File: src/rtl/data_mem_responder.sv
// Single-port 16-bit data memory serving the core's LOAD/STOR accesses.
// One request at a time: accept in IDLE, count wait states, access, then hold the response until taken.
module data_mem_responder #(
  parameter int ADDR_WIDTH  = 8,
  parameter int WAIT_STATES = 2
) (
  input  logic        clk,
  input  logic        reset,
  input  logic        req_valid,
  output logic        req_ready,
  input  logic        req_write,
  input  logic [15:0] req_addr,
  input  logic [15:0] req_wdata,
  output logic        rsp_valid,
  input  logic        rsp_ready,
  output logic [15:0] rsp_rdata,
  output logic        rsp_error,
  output logic        stall
);
  typedef enum logic [1:0] {S_IDLE, S_WAIT, S_RESP} state_t;
  localparam int DEPTH = 1 << ADDR_WIDTH;

  state_t                r_state;
  state_t                w_state_next;
  logic [3:0]            r_count;
  logic                  r_write;
  logic                  r_error;
  logic [ADDR_WIDTH-1:0] r_word;
  logic [15:0]           r_wdata;
  logic [15:0]           r_rdata;
  logic [15:0]           r_mem [DEPTH];
  logic                  w_accept;
  logic                  w_access;
  logic                  w_range_err;
  logic                  w_addr_err;

  // Upper address bits beyond the memory must be zero; a 15-bit word address covers everything.
  generate
    if (ADDR_WIDTH < 15) begin : g_range
      assign w_range_err = |req_addr[15:ADDR_WIDTH+1];
    end else begin : g_full
      assign w_range_err = 1'b0;
    end
  endgenerate

  assign w_addr_err = req_addr[0] | w_range_err;
  assign w_accept   = (r_state == S_IDLE) && req_valid;
  assign w_access   = (r_state == S_WAIT) && (r_count == 4'd0);

  always_comb begin
    w_state_next = r_state;
    case (r_state)
      S_IDLE:  if (req_valid) w_state_next = S_WAIT;
      S_WAIT:  if (r_count == 4'd0) w_state_next = S_RESP;
      S_RESP:  if (rsp_ready) w_state_next = S_IDLE;
      default: w_state_next = S_IDLE;
    endcase
  end

  always_ff @(posedge clk) begin
    if (reset) begin
      r_state <= S_IDLE;
      r_count <= 4'd0;
      r_write <= 1'b0;
      r_error <= 1'b0;
      r_word  <= '0;
      r_wdata <= 16'h0000;
    end else begin
      r_state <= w_state_next;
      if (w_accept) begin
        r_count <= 4'(WAIT_STATES);
        r_write <= req_write;
        r_error <= w_addr_err;
        r_word  <= req_addr[ADDR_WIDTH:1];
        r_wdata <= req_wdata;
      end else if ((r_state == S_WAIT) && (r_count != 4'd0)) begin
        r_count <= r_count - 4'd1;
      end
    end
  end

  // Memory is never reset; a reset landing on the access edge suppresses the write.
  always_ff @(posedge clk) begin
    if (!reset && w_access && r_write && !r_error) begin
      r_mem[r_word] <= r_wdata;
    end
  end

  always_ff @(posedge clk) begin
    if (reset) begin
      r_rdata <= 16'h0000;
    end else if (w_access) begin
      r_rdata <= (r_write || r_error) ? 16'h0000 : r_mem[r_word];
    end
  end

  assign req_ready = (r_state == S_IDLE);
  assign rsp_valid = (r_state == S_RESP);
  assign rsp_rdata = r_rdata;
  assign rsp_error = r_error && (r_state == S_RESP);
  assign stall     = (r_state != S_IDLE);

endmodule

File: config.mk
export PLATFORM = sky130hd
export DESIGN_NAME = data_mem_responder
export DESIGN_NICKNAME = d
export VERILOG_FILES = /design/src/rtl/data_mem_responder.sv
export SDC_FILE = /design/constraint.sdc
export NUM_CORES = 2
export LEC_CHECK = 0
export CAP_MARGIN = 15
export CORE_MARGIN = 2
export CORE_UTILIZATION = 31
export CTS_BUF_LIST = sky130_fd_sc_hd__clkbuf_8
export CTS_CLUSTER_SIZE = 12
export DETAILED_ROUTE_END_ITERATION = 8
export PLACE_DENSITY = 0.56
export SYNTH_ARGS = -nofsm -noshare
export SYNTH_HDL_FRONTEND = slang
export SYNTH_SLANG_ARGS = --single-unit
File: constraint.sdc
create_clock -name clk -period 5.8 [get_ports clk]
set_clock_uncertainty 0.2 [all_clocks]
set_input_delay 0.58 -clock clk [delete_from_list [all_inputs] [get_ports clk]]
set_output_delay 0.58 -clock clk [all_outputs]
set_load 0.01 [all_outputs]
==> reports/metrics.csv <==
stage,metric,value,unit
cts,clk_pin_slew,0.07,ns
power_and_ir_drop,power.leakage,54.9,nW
route,route.detailed.drc,0,
die,die_y,723,um
final_layout,mostFrequentLayoutCells,"edfxtp_1 (4096), mux4_2 (885), clkbuf_8 (676)",
synthesis,synth_nets,7401,
setup_path,crit_type,reg2reg,
global_route,grt.total_usage,0.177,
setup_path,critical_path.top_delay_family,compound AO/OA/AOI/OAI gates,
synthesis,synth_area,160000,um2
sta,tightest_slew,1.38,ns
setup_path,critPathBufInv,2,
placement,io_buffers,56,
final_layout,fin_util,0.357,
synthesis,synthDistinctLibCells,70,
final_layout,drive_gt1_frac,0.280,
die,ios,57,
global_route,antenna_found_initial,40,
cts,cts_sinks,4152,
setup_path,worstSetupStartpointType,flip-flop,
sta,finalSetupViolations,0,
synthesis,ys.flop_type,edfxtp_1,
route,drtPass1Iterations,7,
setup_path,r2r_slack,1.24,ns
setup_path,crit_arrival,5.46,ns
setup_path,cp_slowest_cell,dfxtp_4,
die,start_util,0.311,
placement,gp_congestion,0.876,
setup_path,end_kind,flip-flop,
synthesis,netlist_instances,7363,
run_status,status,finished clean,
route,routed_wirelength,474,mm
flow_run,maxCapViolations,0,
global_route,grt_pass1_wl,658,mm
die,rows,264,
power_and_ir_drop,max-vdd-ir-drop,0.234,mV
sta,timing.setup.tns,0,ns
cts,cts_root_buf,clkbuf_8,
route,ant_nets,0,
die,fp.dieArea,523000,um2
global_route,grt.overflow.total,0,
global_route,grt_max_degree,165,
cts,htreeDepth,6,
power_and_ir_drop,p_total,61.0,mW
cts,cts_tree,done,
hold_path,min_path_cells,3,
cts,ctsResizeCount,0,
die,coreArea,516000,um2
route,via_count,82714,
cts,clk_latency,1.23,ns
final_layout,fillers,47774,
cts,cts_buffers,667,
final_layout,fin_nets,8280,
cts,clockBufferDepth,4,
route,via_per_inst,5.27,
final_layout,area_growth,14.8,%
sta,setup_ws,1.24,ns
setup_path,r2r_end,rsp_rdata[7]$_SDFFE_PP0N_,
setup_path,crit_chain,buf_4 > buf_12 > mux4_2 > nor2b_1 > a211oi_1 > a21oi_1 > o22ai_1 > or4_1 > a32oi_1,
sta,maxSlewHeadroom,0.0771,
synthesis,synth-edff-count,4096,
hold_path,hp-class,in2reg,
setup_path,critPathMaxStageDelay,0.81,ns
setup_path,critPathMaxFanout,41,
synthesis,yosys_warnings,0,
setup_path,worstRegToRegCells,9,
sta,min_period,4.56,ns
final_layout,postLayoutCellArea,184000,um2
synthesis,synth-seq-cells,4152,
sta,rsz0062_at_grt,false,
route,drt-wirelength-per-cell,30.2,um
sta,hold_viol_final,0,
synthesis,async_reset_ff_frac,0,
placement,pre_cts_ws,1.19,ns
die,dieWidth,723,um
route,drt-initial-drc-count,11632,
sta,holdWs,0.100,ns
synthesis,synth.yosys.seq_area_share,0.775,
sta,fmax,0.219,GHz
hold_path,min-delay-start,req_addr[3],
placement,place_area,172000,um2
final_layout,seq_area,124000,um2
power_and_ir_drop,cellPowerDensity,331,nW/um2
placement,dp_hpwl,288,mm
final_layout,instances_no_fill,15703,
final_layout,final_common_cell,edfxtp_1,
setup_path,cp.required,6.70,ns
final_layout,multiInputGateArea,33500,um2
global_route,grt_pass1_vias,82839,
placement,placedCellCount,14455,
synthesis,avgSynthCellArea,21.8,um2
sta,slew_viol_final,0,
sta,period_share,0.785,
layout make-up:
| cell class | instances | area share |
|---|---|---|
| Antenna cell | 10 | 0.000136 |
| Multi-Input combinational cell | 2768 | 0.182 |
| Clock buffer | 676 | 0.0506 |
| Sequential cell | 4152 | 0.675 |
| Timing Repair Buffer | 645 | 0.0308 |
| Tap cell | 6916 | 0.0470 |
| Clock inverter | 528 | 0.0144 |
| Inverter | 8 | 0.000218 |
cell usage after synthesis, drive strengths merged, types with 9 or more instances:
cell type	n	area, um2
nand2	148	556
a21oi	187	936
nand3	29	145
a2111oi	9	97.6
and2	11	68.8
nor4	10	62.6
buf	273	2530
a22o	25	219
o211ai	18	135
or2	16	100
nor3	64	325
o22ai	93	582
edfxtp	4096	123000
mux2i	421	4210
o31ai	14	105
o21ai	73	365
a211oi	38	285
dfxtp	56	1120
mux4	897	20200
clkbuf	162	608
mux2	12	135
a221oi	21	203
nor2	312	1170
o221ai	170	1500
nor2b	32	200
a22oi	70	526
and3	10	62.6
cell families (layout without fill, tap and decap cells):
| logic type | Yosys count | in the layout | share of synthesized area |
|---|---|---|---|
| buf+inv | 443 | 1857 | 0.0198 |
| mux | 1330 | 1330 | 0.153 |
| fa+ha+maj | 1 | 1 | 0.0000781 |
| flops | 4152 | 4152 | 0.775 |
| compound gates | 767 | 767 | 0.0336 |
| other cells | 0 | 10 | 0 |
| xor+xnor | 3 | 3 | 0.000164 |
| simple gates | 667 | 667 | 0.0184 |
what timing repair did:
item	CTS	global route
endpoints found under the hold margin	40	0
setup buffers	0	0
hold buffers	33	0
registers in the layout, indices dropped and copies added (netlist names), named ones only:
register / cells
r_word: 8
rsp_rdata: 16
r_wdata: 16
r_write: 1
r_state: 2
r_error: 1
r_count: 4
r_mem: 4096
routing by layer:
layer,up-vias,track usage,share of wire
li1,33080,-,-
met1,44470,0.244,0.40
met2,4366,0.275,0.46
met3,782,0.0387,0.095
met4,16,0.0639,0.038
met5,-,0,0.00026
power breakdown:
group	total, mW	switching, mW	internal [mW]	leakage [nW]
logic	4.46	2.98	1.49	11.6
clock network	23.0	11.8	11.2	6.99
registers	33.5	0.304	33.2	36.4
worst max path at each step:
stage,slack (ns),to,cells after the start,from
finish,1.24,rsp_rdata[7]$_SDFFE_PP0N_,9,flip-flop
global route,1.15,r_mem[177][8]$_DFFE_PP_,11,r_count[0]$_SDFFE_PP0P_
CTS,1.26,r_mem[177][1]$_DFFE_PP_,11,r_count[0]$_SDFFE_PP0P_
detailed placement,1.19,r_mem[134][6]$_DFFE_PP_,8,reset
global placement,0.34,r_mem[134][8]$_DFFE_PP_,8,reset
floorplan,1.35,r_mem[0][0]$_DFFE_PP_,0,r_wdata[0]$_SDFFE_PP0P_
tightest hold or removal path: stages:
cell and delay [ns]:
clkdlybuf4s50_1 0.63, nand2_1 0.15, a21oi_1 0.08
(Power assumes the default switching activity.)
